### src/rtl/lut_config_ctrl.sv
// -----------------------------------------------------------------------------
// lut_config_ctrl
//
// Sequencing and arbitration controller for one bit-writable LUT SRAM.
//
// Configuration path:
//   A serial bitstream is shifted into a shadow word, with the first bit
//   received ending up at index 0. The word is then applied to the SRAM
//   with a single block-load pulse (sram_cen).
//
// Runtime path:
//   Outside configuration, single-bit writes from two requesters are
//   arbitrated round-robin. Each accepted write is issued on the SRAM
//   write port in the following cycle.
//
// Output timing:
//   Every output except the two request readys comes from a flop. The
//   readys must answer in the same cycle as the request, so they are
//   combinational.
// -----------------------------------------------------------------------------
module lut_config_ctrl #(
    parameter int ADDR_BITS = 4,
    parameter int MEM_SIZE  = 2 ** ADDR_BITS
) (
    input  logic                 cclk,
    input  logic                 rst,
    // configuration stream
    input  logic                 cfg_start,
    input  logic                 cfg_bit,
    input  logic                 cfg_valid,
    output logic                 cfg_ready,
    output logic                 cfg_busy,
    output logic                 cfg_done,
    // runtime requester 0
    input  logic                 req0_valid,
    input  logic [ADDR_BITS-1:0] req0_addr,
    input  logic                 req0_data,
    output logic                 req0_ready,
    // runtime requester 1
    input  logic                 req1_valid,
    input  logic [ADDR_BITS-1:0] req1_addr,
    input  logic                 req1_data,
    output logic                 req1_ready,
    // SRAM side
    output logic                 sram_cen,
    output logic [MEM_SIZE-1:0]  sram_config_in,
    output logic                 sram_write_en,
    output logic [ADDR_BITS-1:0] sram_waddr,
    output logic                 sram_data_in
);

    // FSM encoding; 2'b11 is unused and recovers to IDLE.
    localparam logic [1:0] ST_IDLE  = 2'b00;
    localparam logic [1:0] ST_SHIFT = 2'b01;
    localparam logic [1:0] ST_LOAD  = 2'b10;

    // Value of the beat counter on the final bit of a bitstream.
    localparam logic [ADDR_BITS-1:0] CNT_LAST = ADDR_BITS'(MEM_SIZE - 1);

    // -------------------------------------------------------------------------
    // State and datapath registers
    // -------------------------------------------------------------------------
    logic [1:0]           state_r;
    logic [1:0]           state_nxt_s;
    logic [ADDR_BITS-1:0] cnt_r;
    logic [ADDR_BITS-1:0] cnt_nxt_s;
    logic [MEM_SIZE-1:0]  shadow_r;
    logic [MEM_SIZE-1:0]  shadow_nxt_s;

    // Decoded FSM flags, registered so the status outputs come from flops.
    logic                 busy_r;
    logic                 shift_r;
    logic                 load_r;

    // Runtime write arbitration and issue.
    logic                 last_grant_r;      // 1: requester 1 was granted last
    logic                 grant0_s;
    logic                 grant1_s;
    logic                 wen_r;
    logic [ADDR_BITS-1:0] waddr_r;
    logic                 wdata_r;

    // A configuration beat is accepted only while shifting.
    logic                 beat_s;

    assign beat_s = (state_r == ST_SHIFT) && cfg_valid;

    // -------------------------------------------------------------------------
    // Round-robin grant.
    //
    // The arbiter is open only in IDLE with no configuration request this
    // cycle; cfg_start wins over any same-cycle write. With both requesters
    // valid, the one not granted last time wins. Reset closes the arbiter
    // so that no ready is seen while rst is held.
    // -------------------------------------------------------------------------

    // Combinational grant decision feeding the ready outputs and the write
    // issue register.
    always_comb begin
        grant0_s = 1'b0;
        grant1_s = 1'b0;
        if (!rst && (state_r == ST_IDLE) && !cfg_start) begin
            if (req0_valid && req1_valid) begin
                grant0_s = last_grant_r;
                grant1_s = !last_grant_r;
            end else if (req0_valid) begin
                grant0_s = 1'b1;
            end else if (req1_valid) begin
                grant1_s = 1'b1;
            end else begin
                grant0_s = 1'b0;
                grant1_s = 1'b0;
            end
        end else begin
            grant0_s = 1'b0;
            grant1_s = 1'b0;
        end
    end

    // -------------------------------------------------------------------------
    // Configuration sequencing.
    //
    // The shadow word shifts in from the top, so after MEM_SIZE beats the
    // first bit lands at index 0. The shadow is not cleared when a new
    // configuration starts: the full bitstream overwrites every bit anyway.
    // -------------------------------------------------------------------------

    // Next-state, counter and shadow computation for the configuration FSM.
    always_comb begin
        state_nxt_s  = state_r;
        cnt_nxt_s    = cnt_r;
        shadow_nxt_s = shadow_r;
        case (state_r)
            ST_IDLE: begin
                if (cfg_start) begin
                    state_nxt_s = ST_SHIFT;
                    cnt_nxt_s   = {ADDR_BITS{1'b0}};
                end else begin
                    state_nxt_s = ST_IDLE;
                end
            end
            ST_SHIFT: begin
                if (beat_s) begin
                    shadow_nxt_s = {cfg_bit, shadow_r[MEM_SIZE-1:1]};
                    cnt_nxt_s    = cnt_r + ADDR_BITS'(1);
                    if (cnt_r == CNT_LAST) begin
                        state_nxt_s = ST_LOAD;
                    end else begin
                        state_nxt_s = ST_SHIFT;
                    end
                end else begin
                    // gap in the stream: hold everything
                    state_nxt_s = ST_SHIFT;
                end
            end
            ST_LOAD: begin
                state_nxt_s = ST_IDLE;
            end
            default: begin
                state_nxt_s = ST_IDLE;
                cnt_nxt_s   = {ADDR_BITS{1'b0}};
            end
        endcase
    end

    // Configuration FSM, beat counter and shadow word registers.
    always_ff @(posedge cclk) begin
        if (rst) begin
            state_r  <= ST_IDLE;
            cnt_r    <= {ADDR_BITS{1'b0}};
            shadow_r <= {MEM_SIZE{1'b0}};
        end else begin
            state_r  <= state_nxt_s;
            cnt_r    <= cnt_nxt_s;
            shadow_r <= shadow_nxt_s;
        end
    end

    // Registered decode of the next state into the status/strobe outputs.
    always_ff @(posedge cclk) begin
        if (rst) begin
            busy_r  <= 1'b0;
            shift_r <= 1'b0;
            load_r  <= 1'b0;
        end else begin
            busy_r  <= (state_nxt_s == ST_SHIFT) || (state_nxt_s == ST_LOAD);
            shift_r <= (state_nxt_s == ST_SHIFT);
            load_r  <= (state_nxt_s == ST_LOAD);
        end
    end

    // -------------------------------------------------------------------------
    // Write issue.
    //
    // An accepted request is presented to the SRAM for exactly the next
    // cycle. Address and data hold their last value while write_en is low.
    // A write accepted in the last IDLE cycle still issues during the first
    // SHIFT cycle. LOAD is far enough behind IDLE that cen and write_en
    // can never overlap.
    // -------------------------------------------------------------------------

    // Round-robin history and registered SRAM write port.
    always_ff @(posedge cclk) begin
        if (rst) begin
            last_grant_r <= 1'b1;
            wen_r        <= 1'b0;
            waddr_r      <= {ADDR_BITS{1'b0}};
            wdata_r      <= 1'b0;
        end else begin
            wen_r <= grant0_s || grant1_s;
            if (grant0_s) begin
                last_grant_r <= 1'b0;
                waddr_r      <= req0_addr;
                wdata_r      <= req0_data;
            end else if (grant1_s) begin
                last_grant_r <= 1'b1;
                waddr_r      <= req1_addr;
                wdata_r      <= req1_data;
            end else begin
                last_grant_r <= last_grant_r;
                waddr_r      <= waddr_r;
                wdata_r      <= wdata_r;
            end
        end
    end

    // -------------------------------------------------------------------------
    // Output mapping
    // -------------------------------------------------------------------------
    assign cfg_ready      = shift_r;
    assign cfg_busy       = busy_r;
    assign cfg_done       = load_r;
    assign sram_cen       = load_r;
    assign sram_config_in = shadow_r;
    assign req0_ready     = grant0_s;
    assign req1_ready     = grant1_s;
    assign sram_write_en  = wen_r;
    assign sram_waddr     = waddr_r;
    assign sram_data_in   = wdata_r;

endmodule

### config.mk
export PLATFORM = sky130hd
export DESIGN_NAME = lut_config_ctrl
export DESIGN_NICKNAME = d
export VERILOG_FILES = /design/src/rtl/lut_config_ctrl.sv
export SDC_FILE = /design/constraint.sdc
export NUM_CORES = 1
export LEC_CHECK = 0
export ABC_AREA = 1
export ABC_CLOCK_PERIOD_IN_PS = 2000
export BUFFER_PORTS_ARGS = -buffer_cell sky130_fd_sc_hd__buf_4
export CORE_UTILIZATION = 50
export CTS_BUF_LIST = sky130_fd_sc_hd__clkbuf_8 sky130_fd_sc_hd__clkbuf_16
export CTS_CLUSTER_DIAMETER = 120
export DETAILED_ROUTE_END_ITERATION = 16
export GPL_ROUTABILITY_DRIVEN = 0
export PLACE_DENSITY_LB_ADDON = 0.3
export SLEW_MARGIN = 20
export SYNTH_ARGS = -nofsm -noshare
export SYNTH_HDL_FRONTEND = slang
export SYNTH_SLANG_ARGS = --single-unit
### constraint.sdc
create_clock -name cclk -period 2 [get_ports cclk]
set_clock_uncertainty 0.2 [all_clocks]
set_input_delay 0.1 -clock cclk [delete_from_list [all_inputs] [get_ports cclk]]
set_output_delay 0.1 -clock cclk [all_outputs]
set_load 0.05 [all_outputs]
==> results by group, run 1 <==
Routing
  • WL final: 3330 µm
  • Via-to-Cell Ratio: 5.04
  • Post-route ant nets: 0
  • DR iter-0 viols: 37
  • DR vias: between 1k and 1.5k
  • Drt pass-1 iters: 4
  • DR WL/cell: ~12 µm
  • Drc violations: 0

Floorplan
  • Die area: between 0.003 and 0.004 mm²
  • Core area: 0.00281 mm²
  • Die W: 56.7 µm
  • Die height: 56.7 µm
  • Initial Utilization: 53.3%
  • FP Rows: 19
  • Io pins: between 40 and 50

GRT
  • GRT Total Usage: 22.3%
  • Remaining Overflow, GRT: 0
  • First-pass GRT wire length: 5420 µm
  • Vias in the first global route: 1222
  • Largest net degree at the start of global routing: 25
  • Initial antenna violation count: 0

Critical path
  • Crit Path Class: in2out
  • Critical Path RT: 1.70 ns
  • Arr. time, crit path: around 1.6 ns
  • Startpoint types: input pin
  • Worst Path Max Fanout: 24
  • Crit. End Element: primary output

Logic synthesis
  • #FFs+latches synth: 32
  • Top cells by count, synth: 42 x nand2_1, 32 x dfxtp_1, 21 x nand3_1, 21 x nor2_1, 19 x a21oi_1
  • Main flop type after synthesis: dfxtp_1
  • Async SR Flop Fraction: 0%
  • Cells after Synth: around 200
  • Top cell type's share of synthesized area: between 40% and 50%
  • Syn Nets: 215
  • Cell variety after synth: 25
  • YS warnings: 0
  • Post-synthesis sequential area ratio: 42.9%
  • Count of flip-flops with a built-in enable after synthesis: 0
  • Post-Synthesis Cell Area: roughly 0.0015 mm²
  • Synth top area cells: dfxtp_1 43%, nand2_1 11%, nand3_1 7.0%, a21oi_1 6.4%, nor2_1 5.3%
  • Average cell area after synthesis: 7.66 µm²
  • Post-synth top area cell: dfxtp_1
  • Most frequent cell after synthesis: nand2_1

Flow run
  • Max Cap Viol: 0

STA
  • Minimum clock period: 1.88 ns
  • Final setup viols: 0
  • RSZ-0062 raised after global routing: false
  • Max Freq: 531 MHz
  • Worst slew margin: 74.1%
  • Worst-margin pin slew: 0.388 ns
  • Setup TNS: 0 ns
  • Final period util: 94.2%
  • Final hold violation count: 0
  • Max-slew violation count: 0

CTS
  • Setup Buffers After CTS: 0
  • Num CTS Buffers: 5
  • Worst-Skew Late Latency: 0.29 ns
  • CTS tree: yes
  • Clock sinks: 32
  • CTS clk-pin slew, worst paths: 0.07 ns
  • CTS max path bufs: 2
  • H-tree levels: 2
  • Root Buffer Master: clkbuf_8

Pwr
  • Sw Share: 27.2%
  • Pwr Total: approximately 1600 µW
  • Pleak: 0.000979 µW
  • Maximum VDD drop: slightly above 500 µV
  • Comb pwr share: between 10% and 20%
  • Clock group share of total power: 39.7%
  • Pwr/cell area: 733 mW/mm²
  • Int Power: 1130 µW
  • Flop pwr share: between 40% and 50%
  • Sw power: between 400 and 500 µW

Place
  • Post-DP HPWL: a little under 2000 µm
  • Area after DPL: 0.00181 mm²
  • IO Port Bufs: 44

Outcome
  • Outcome: finished clean

Layout
  • Reg area: 641 µm²
  • Filler cells: 208
  • Nets: 274
  • Finished Core Util: between 70 and 80%
  • Post-route cell area: 0.00211 mm²
  • Area grow syn2layout: 41.5%
  • Share of layout cells above drive strength 1: 31.8%
  • Ant diodes: 0
  • Multi-input logic area: 734 µm²

Hold path
  • HP Class: in2reg
[layer usage]
| metal | vias to the layer above | GRT usage, % | share of wire (%) |
|---|---|---|---|
| met5 | - | 0 | 0 |
| met4 | 0 | 13.9 | 3.0 |
| met3 | 12 | 5.99 | 5.0 |
| met2 | 39 | 33.0 | 49 |
| met1 | 658 | 28.7 | 43 |
| li1 | 733 | - | - |
[flip-flops by register name (all words and copies together) (netlist names)]
register	cells
cfg_busy	1
cfg_done	1
cfg_ready	1
cnt_r	4
last_grant_r	1
sram_config_in	16
sram_data_in	1
sram_waddr	4
sram_write_en	1
state_r	2
[worst max-delay path, stage by stage]
cell and delay, ns:
dlygate4sd3_1 0.55, buf_6 0.18, inv_6 0.10, nand2_1 0.09, nor2_4 0.20, nand2_4 0.10, inv_1 0.10, buf_6 0.16
[area by class of cell]
type,instances,share of cell area (%)
clock inverters,3,2.01
well taps,31,1.83
clock buffers,5,3.25
repair buffers,61,24.3
flip-flops and latches,32,30.3
multi-input cells,135,34.7
inverters,19,3.61
[power by group through the flow]
stage / logic (µW) / registers, µW / clock network [µW]
floorplan: 126 / 725 / 0
global placement: 231 / 681 / 0
detailed placement: 233 / 681 / 0
CTS: 258 / 667 / 620
global route: 292 / 669 / 659
finish: 268 / 667 / 616
[timing repair]
item / 4_1_cts / 5_1_grt
endpoints found under the hold margin: 29 / 0
hold buffers: 16 / 0
gates resized for setup: 0 / 7
endpoints found under the setup margin: 0 / 3
[per-stage QoR]
stage / std cells / setup WS, ns / hold slack, ns
global route: 286 / 0.00456 / 0.110
CTS: 286 / 0.0724 / 0.104
floorplan: 195 / 0.420 / 0.0611
finish: 286 / 0.116 / 0.0880
detailed placement: 262 / 0.289 / 0.190
global placement: 262 / 0.338 / 0.193
[worst paths after layout]
path | startpoint | endpoint | slack, ns | cells past startpoint
max | rst | req1_ready | 0.12 | 8
min | req1_valid | last_grant_r | 0.09 | 5
max reg2reg | state_r[1] | sram_write_en | 0.15 | 4
min reg2reg | sram_config_in[0] | sram_config_in[0] | 0.27 | 2
[placed cells by master, fill, tap and decap left out]
cell type and n:
dlygate4sd3_1 16, nor3_2 1, ha_1 3, o21ai_2 2
inv_2 5, clkinv_2 1, nand2_2 3, nand3_1 21
buf_4 41, inv_1 13, clkbuf_8 5, inv_6 1
nand4_1 1, dfxtp_1 32, nand3b_1 5, bufinv_16 1
nor2_2 4, clkinvlp_4 1, nand2_8 1, nor2_8 1
or2_2 1, nand2_4 4, buf_6 4, a21oi_2 3
o21ai_1 1, nor2_1 21, nand2_1 42, a21oi_1 19
nor2_4 2
[cell families (layout without fill, tap and decap cells)]
| family | count (synthesis) | in the layout | share of synthesized area (%) |
|---|---|---|---|
| compound gates | 25 | 25 | 9.63 |
| fa+ha+maj | 3 | 3 | 2.51 |
| buf+inv | 28 | 88 | 8.88 |
| flops | 32 | 32 | 42.9 |
| simple gates | 107 | 107 | 36.1 |
Power figures use the tool's default switching activity.
==> run 2, diff against run 1 <==
--- a/config.mk
+++ b/config.mk
@@ -8,12 +8,14 @@
 export ABC_AREA = 1
 export ABC_CLOCK_PERIOD_IN_PS = 2000
 export BUFFER_PORTS_ARGS = -buffer_cell sky130_fd_sc_hd__buf_4
+export CORE_ASPECT_RATIO = 0.9
 export CORE_UTILIZATION = 50
 export CTS_BUF_LIST = sky130_fd_sc_hd__clkbuf_8 sky130_fd_sc_hd__clkbuf_16
 export CTS_CLUSTER_DIAMETER = 120
 export DETAILED_ROUTE_END_ITERATION = 16
 export GPL_ROUTABILITY_DRIVEN = 0
 export PLACE_DENSITY_LB_ADDON = 0.3
+export SETUP_SLACK_MARGIN = 0.05
 export SLEW_MARGIN = 20
 export SYNTH_ARGS = -nofsm -noshare
 export SYNTH_HDL_FRONTEND = slang
==> results by group, run 2 (synthesis results as in run 1) <==
STA
  • Worst-margin pin slew: 0.383 ns (-0.00483 ns)
  • Setup TNS: 0 ns (unchanged)
  • Final setup viols: 0 (unchanged)
  • Worst hold margin: 0.0684 ns (-0.0196 ns)
  • Worst setup margin: 0.0880 ns (-0.0282 ns)
  • Minimum clock period: 1.91 ns (+0.0282 ns)
  • Worst slew margin: 74.4% (+0.32 points)
  • RSZ-0062 raised after global routing: true
  • Max-slew violation count: 0 (unchanged)
  • Final period util: 95.6% (+1.4 points)
  • Final hold violation count: 0 (unchanged)
  • Max Freq: 523 MHz (-1.5%)

CTS
  • Root Buffer Master: clkbuf_8
  • CTS clk-pin slew, worst paths: 0.06 ns (about the same)
  • Num CTS Buffers: 5 (unchanged)
  • CTS tree: yes
  • CTS max path bufs: 2 (unchanged)
  • H-tree levels: 2 (unchanged)
  • Worst-Skew Late Latency: 0.29 ns (about the same)
  • Clock sinks: 32 (unchanged)

Pwr
  • Maximum VDD drop: 458 µV (-11%)
  • Pwr/cell area: 677 mW/mm² (-7.7%)
  • Pleak: 0.000989 µW (+1.0%)
  • Pwr Total: 1440 µW (-7.1%)

Critical path
  • Arr. time, crit path: 1.61 ns (+0.03 ns)
  • Crit. End Element: primary output
  • Critical Path RT: 1.70 ns (about the same)
  • Worst Path Max Fanout: 24 (unchanged)
  • Startpoint types: input pin
  • Crit Path Class: in2out

Floorplan
  • Die area: 0.00321 mm² (about the same)
  • Core area: 0.00279 mm² (-0.45%)
  • Initial Utilization: 53.5% (+0.24 points)
  • Die W: 59.6 µm (+5.2%)
  • Io pins: 45 (unchanged)
  • FP Rows: 18 (-1)
  • Die height: 53.9 µm (-5.0%)

Routing
  • DR vias: 1468 (+1.8%)
  • Met3 wire length: 195 µm (+17%)
  • Via-to-Cell Ratio: 4.94 (-2.0%)
  • WL final: 3690 µm (+11%)
  • Max Used Layer: met4
  • Met1 WL: 1590 µm (+11%)
  • Met2 WL: 1810 µm (+11%)
  • DR iter-0 viols: 53 (+43%)
  • DR WL/cell: 12.4 µm (+6.9%)
  • Post-route ant nets: 0 (unchanged)
  • Drt pass-1 iters: 4 (unchanged)
  • Drc violations: 0 (unchanged)

Place
  • Pre-CTS WS: 0.303 ns (+0.0148 ns)
  • Post-DP HPWL: 2080 µm (+5.2%)
  • IO Port Bufs: 44 (unchanged)

Layout
  • Multi-input logic area: 742 µm² (+1.0%)
  • Share of layout cells above drive strength 1: 31.5% (-0.25 points)
  • Max reg flops: 16 (unchanged)
  • Reg area: 641 µm² (unchanged)
  • Ant diodes: 0 (unchanged)
  • Area grow syn2layout: 42.5%
  • Filler cells: 224 (+7.7%)
  • Nets: 276 (+0.73%)
  • Most frequent cells in the layout: 42 x nand2_1, 42 x buf_4, 32 x dfxtp_1, 21 x nand3_1, 21 x nor2_1

GRT
  • Remaining Overflow, GRT: 0 (unchanged)
  • Initial antenna violation count: 0 (unchanged)
  • Vias in the first global route: 1234 (+0.98%)
  • Largest net degree at the start of global routing: 25 (unchanged)
  • First-pass GRT wire length: 5510 µm (+1.7%)
  • GRT Total Usage: 24.3% (+1.9 points)

Flow run
  • Max Cap Viol: 0 (unchanged)

Hold path
  • HP Class: in2reg

Outcome
  • Outcome: finished clean
-- run 2: per-stage QoR --
stage	utilization [%]	instances	area [µm²]
after floorplan	-	195	1490
after global placement	65.3	271	1820
after detailed placement	65.3	271	1820
after CTS	75.0	297	2090
after global routing	76.3	297	2130
final	76.3	297	2130
-- run 2: routing by layer --
layer | vias to the layer above | GRT usage, %
li1 | 745 | -
met1 | 656 | 29.2
met2 | 55 | 38.8
met3 | 12 | 6.49
met4 | 0 | 15.1
met5 | - | 0
-- run 2: path summary, 6_finish.rpt --
path | slack (ns) | start | depth (start not counted) | to
max | 0.09 | rst | 8 | req1_ready
min reg2reg | 0.27 | sram_config_in[0] | 2 | sram_config_in[0]
min | 0.07 | req1_valid | 5 | last_grant_r
max reg2reg | 0.15 | state_r[0] | 6 | sram_config_in[15]
-- run 2: worst max-delay path: stages --
cell and delay (ns):
dlygate4sd3_1 0.55, buf_6 0.18, inv_6 0.11, nand2_1 0.09, nor2_4 0.22, nand2_4 0.12, inv_2 0.09, buf_6 0.15
-- run 2: cell type report --
class                      instances  area share, %
sequential                        32           30.1
multi-input combinational        135           34.8
inverter                          19           3.58
timing repair buffer              63           24.9
clock buffer                       6           3.88
clock inverter                     2          0.353
tap                               40           2.35
-- run 2: timing repair --
action                     in CTS  in global routing
setup endpoints to repair       0                  8
gates resized for setup         0                  9
hold buffers                   18                  0
hold endpoints to repair       26                  0
buffers inserted                0                  1
-- run 2: report_power, final --
part | internal, µW | switching [µW] | leakage (µW)
clock | 270 | 224 | 0.0000538
sequential | 657 | 11.6 | 0.000260
combinational | 108 | 171 | 0.000676
==> run 3, diff against run 2 <==
==> constraint.sdc (replaced) <==
create_clock -name cclk -period 2 [get_ports cclk]
set_clock_uncertainty 0.2 [all_clocks]
set_input_delay 0.1 -clock cclk [delete_from_list [all_inputs] [get_ports cclk]]
set_output_delay 0.1 -clock cclk [all_outputs]
set_load 0.02 [all_outputs]
==> results by group, run 3 (synthesis results as in run 1) <==
Outcome
  • Outcome: finished clean

Pwr
  • Maximum VDD drop: 460 µV (+0.42%)
  • Pwr/cell area: 664 mW/mm² (-1.9%)
  • Pwr Total: 1400 µW (-2.9%)
  • Pleak: 0.000996 µW (+0.63%)

STA
  • Worst-margin pin slew: 0.384 ns (+0.000993 ns)
  • Setup TNS: 0 ns (unchanged)
  • Final hold violation count: 0 (unchanged)
  • Minimum clock period: 1.91 ns (+0.00194 ns)
  • Worst slew margin: 74.4% (about the same)
  • Max-slew violation count: 0 (unchanged)
  • Final setup viols: 0 (unchanged)
  • RSZ-0062 raised after global routing: true
  • Final period util: 95.7% (+0.097 points)
  • Max Freq: 522 MHz (-0.10%)
  • Worst hold margin: 0.121 ns (+0.0525 ns)

Place
  • Area after DPL: 0.00182 mm² (unchanged)
  • IO Port Bufs: 44 (unchanged)
  • Inst Count DP: 271 (unchanged)
  • Post-DP HPWL: 2080 µm (unchanged)

Critical path
  • Crit Path Class: in2out
  • Startpoint types: input pin
  • Critical Path RT: 1.70 ns (about the same)
  • Worst Path Max Fanout: 24 (unchanged)
  • R2R cell count: 6 (unchanged)
  • CP Launch Point: rst
  • Worst reg2reg path startpoint: state_r[0]
  • Crit. End Element: primary output
  • Arr. time, crit path: 1.61 ns (about the same)
  • Crit-path leading delay family: buffers and inverters
  • CP Cell Sequence: dlygate4sd3_1 > buf_4 > inv_4 > nand2_1 > nor2_4 > nand2_4 > inv_2 > buf_4
  • Slowest CP cell: dlygate4sd3_1
  • CP Buf/Inv Count: 5 (unchanged)
  • Max incr delay on CP: 0.53 ns (-0.02 ns)
  • CP Depth: 8 (unchanged)
  • Most used cell, CP: buf_4

CTS
  • CTS clk-pin slew, worst paths: 0.06 ns (about the same)
  • CTS tree: yes
  • Clock sinks: 32 (unchanged)
  • Num CTS Buffers: 5 (unchanged)
  • H-tree levels: 2 (unchanged)
  • CTS max path bufs: 2 (unchanged)
  • Worst-Skew Late Latency: 0.28 ns (about the same)
  • Root Buffer Master: clkbuf_8

GRT
  • Initial antenna violation count: 0 (unchanged)
  • Gr busiest metal: met2
  • M1 GR Usage: 29.2% (unchanged)
  • First-pass GRT wire length: 5510 µm (unchanged)
  • GRT Total Usage: 24.3% (unchanged)
  • Largest net degree at the start of global routing: 25 (unchanged)
  • Met2 usage: 38.8% (unchanged)
  • GR Util met3: 6.49% (unchanged)
  • Remaining Overflow, GRT: 0 (unchanged)
  • Vias in the first global route: 1234 (unchanged)

Floorplan
  • FP Rows: 18 (unchanged)
  • Die W: 59.6 µm (unchanged)
  • Core area: 0.00279 mm² (unchanged)
  • Die area: 0.00321 mm² (unchanged)
  • Io pins: 45 (unchanged)
  • Die height: 53.9 µm (unchanged)
  • Initial Utilization: 53.5% (unchanged)

Layout
  • Most frequent cells in the layout: 45 x buf_4, 42 x nand2_1, 32 x dfxtp_1, 21 x nand3_1, 21 x nor2_1
  • Cell Count, Final, Fillers Out: 297 (unchanged)
  • Post-route cell area: 0.00211 mm² (-1.1%)
  • Ant diodes: 0 (unchanged)
  • Area grow syn2layout: 41.0%
  • Max reg flops: 16 (unchanged)
  • Reg area: 641 µm² (unchanged)
  • Commonest non-fill, non-tap cell in the layout: buf_4
  • Filler cells: 231 (+3.1%)
  • Share of layout cells above drive strength 1: 31.1% (-0.39 points)
  • Nets: 276 (unchanged)
  • Multi-input logic area: 733 µm² (-1.2%)

Routing
  • Via-to-Cell Ratio: 4.90 (-0.95%)
  • DR vias: 1454 (-0.95%)
  • DR WL/cell: 12.0 µm (-3.5%)
  • Post-route ant nets: 0 (unchanged)
  • WL final: 3570 µm (-3.5%)
  • Drc violations: 0 (unchanged)
  • DR iter-0 viols: 43 (-19%)
  • Drt pass-1 iters: 4 (unchanged)

Flow run
  • Max Cap Viol: 0 (unchanged)

Hold path
  • HP Class: in2reg
  • Hold_sp: req1_valid
  • Hold Path Cell Cnt: 5 (unchanged)
[run 3: timing repair]
action                                  CTS  global route
buffers inserted                          0             1
endpoints found under the hold margin    26             0
hold buffers                             18             0
gates resized for setup                   0             3
endpoints found under the setup margin    0             7
[run 3: per-layer routing]
metal,share of wire [%],up-vias
li1,-,745
met2,48,50
met5,0,-
met3,5.1,15
met1,43,644
met4,3.6,0
[run 3: final timing paths]
kind | to | slack, ns
max | req0_ready | 0.09
min | last_grant_r | 0.12
max reg2reg | sram_config_in[15] | 0.15
min reg2reg | sram_config_in[0] | 0.27
[run 3: final cells by class]
| class | instances | area share, % |
|---|---|---|
| Clock inverter | 2 | 0.356 |
| Sequential cell | 32 | 30.4 |
| Tap cell | 40 | 2.38 |
| Clock buffer | 6 | 3.92 |
| Inverter | 19 | 3.50 |
| Timing Repair Buffer | 63 | 24.6 |
| Multi-Input combinational cell | 135 | 34.8 |
[run 3: report_power, final]
group / internal [µW] / switching (µW)
Sequential: 657 / 11.6
Combinational: 105 / 135
Clock: 270 / 222
[run 3: per-stage QoR]
step	worst slack (ns)	utilization, %
2_1_floorplan	0.420	-
3_3_place_gp	0.338	65.3
3_5_place_dp	0.303	65.3
4_1_cts	0.115	75.0
5_1_grt	0.0332	75.4
6_report	0.0861	75.4
[run 3: worst reg2reg max path: cells and delay by family (launching register included)]
kind / cells / cell delay [ns]
AOI/OAI and AO/OA: 1 / 0.14
buffers and inverters: 3 / 0.85
DFF: 1 / 0.41
and+or+nand+nor: 2 / 0.19
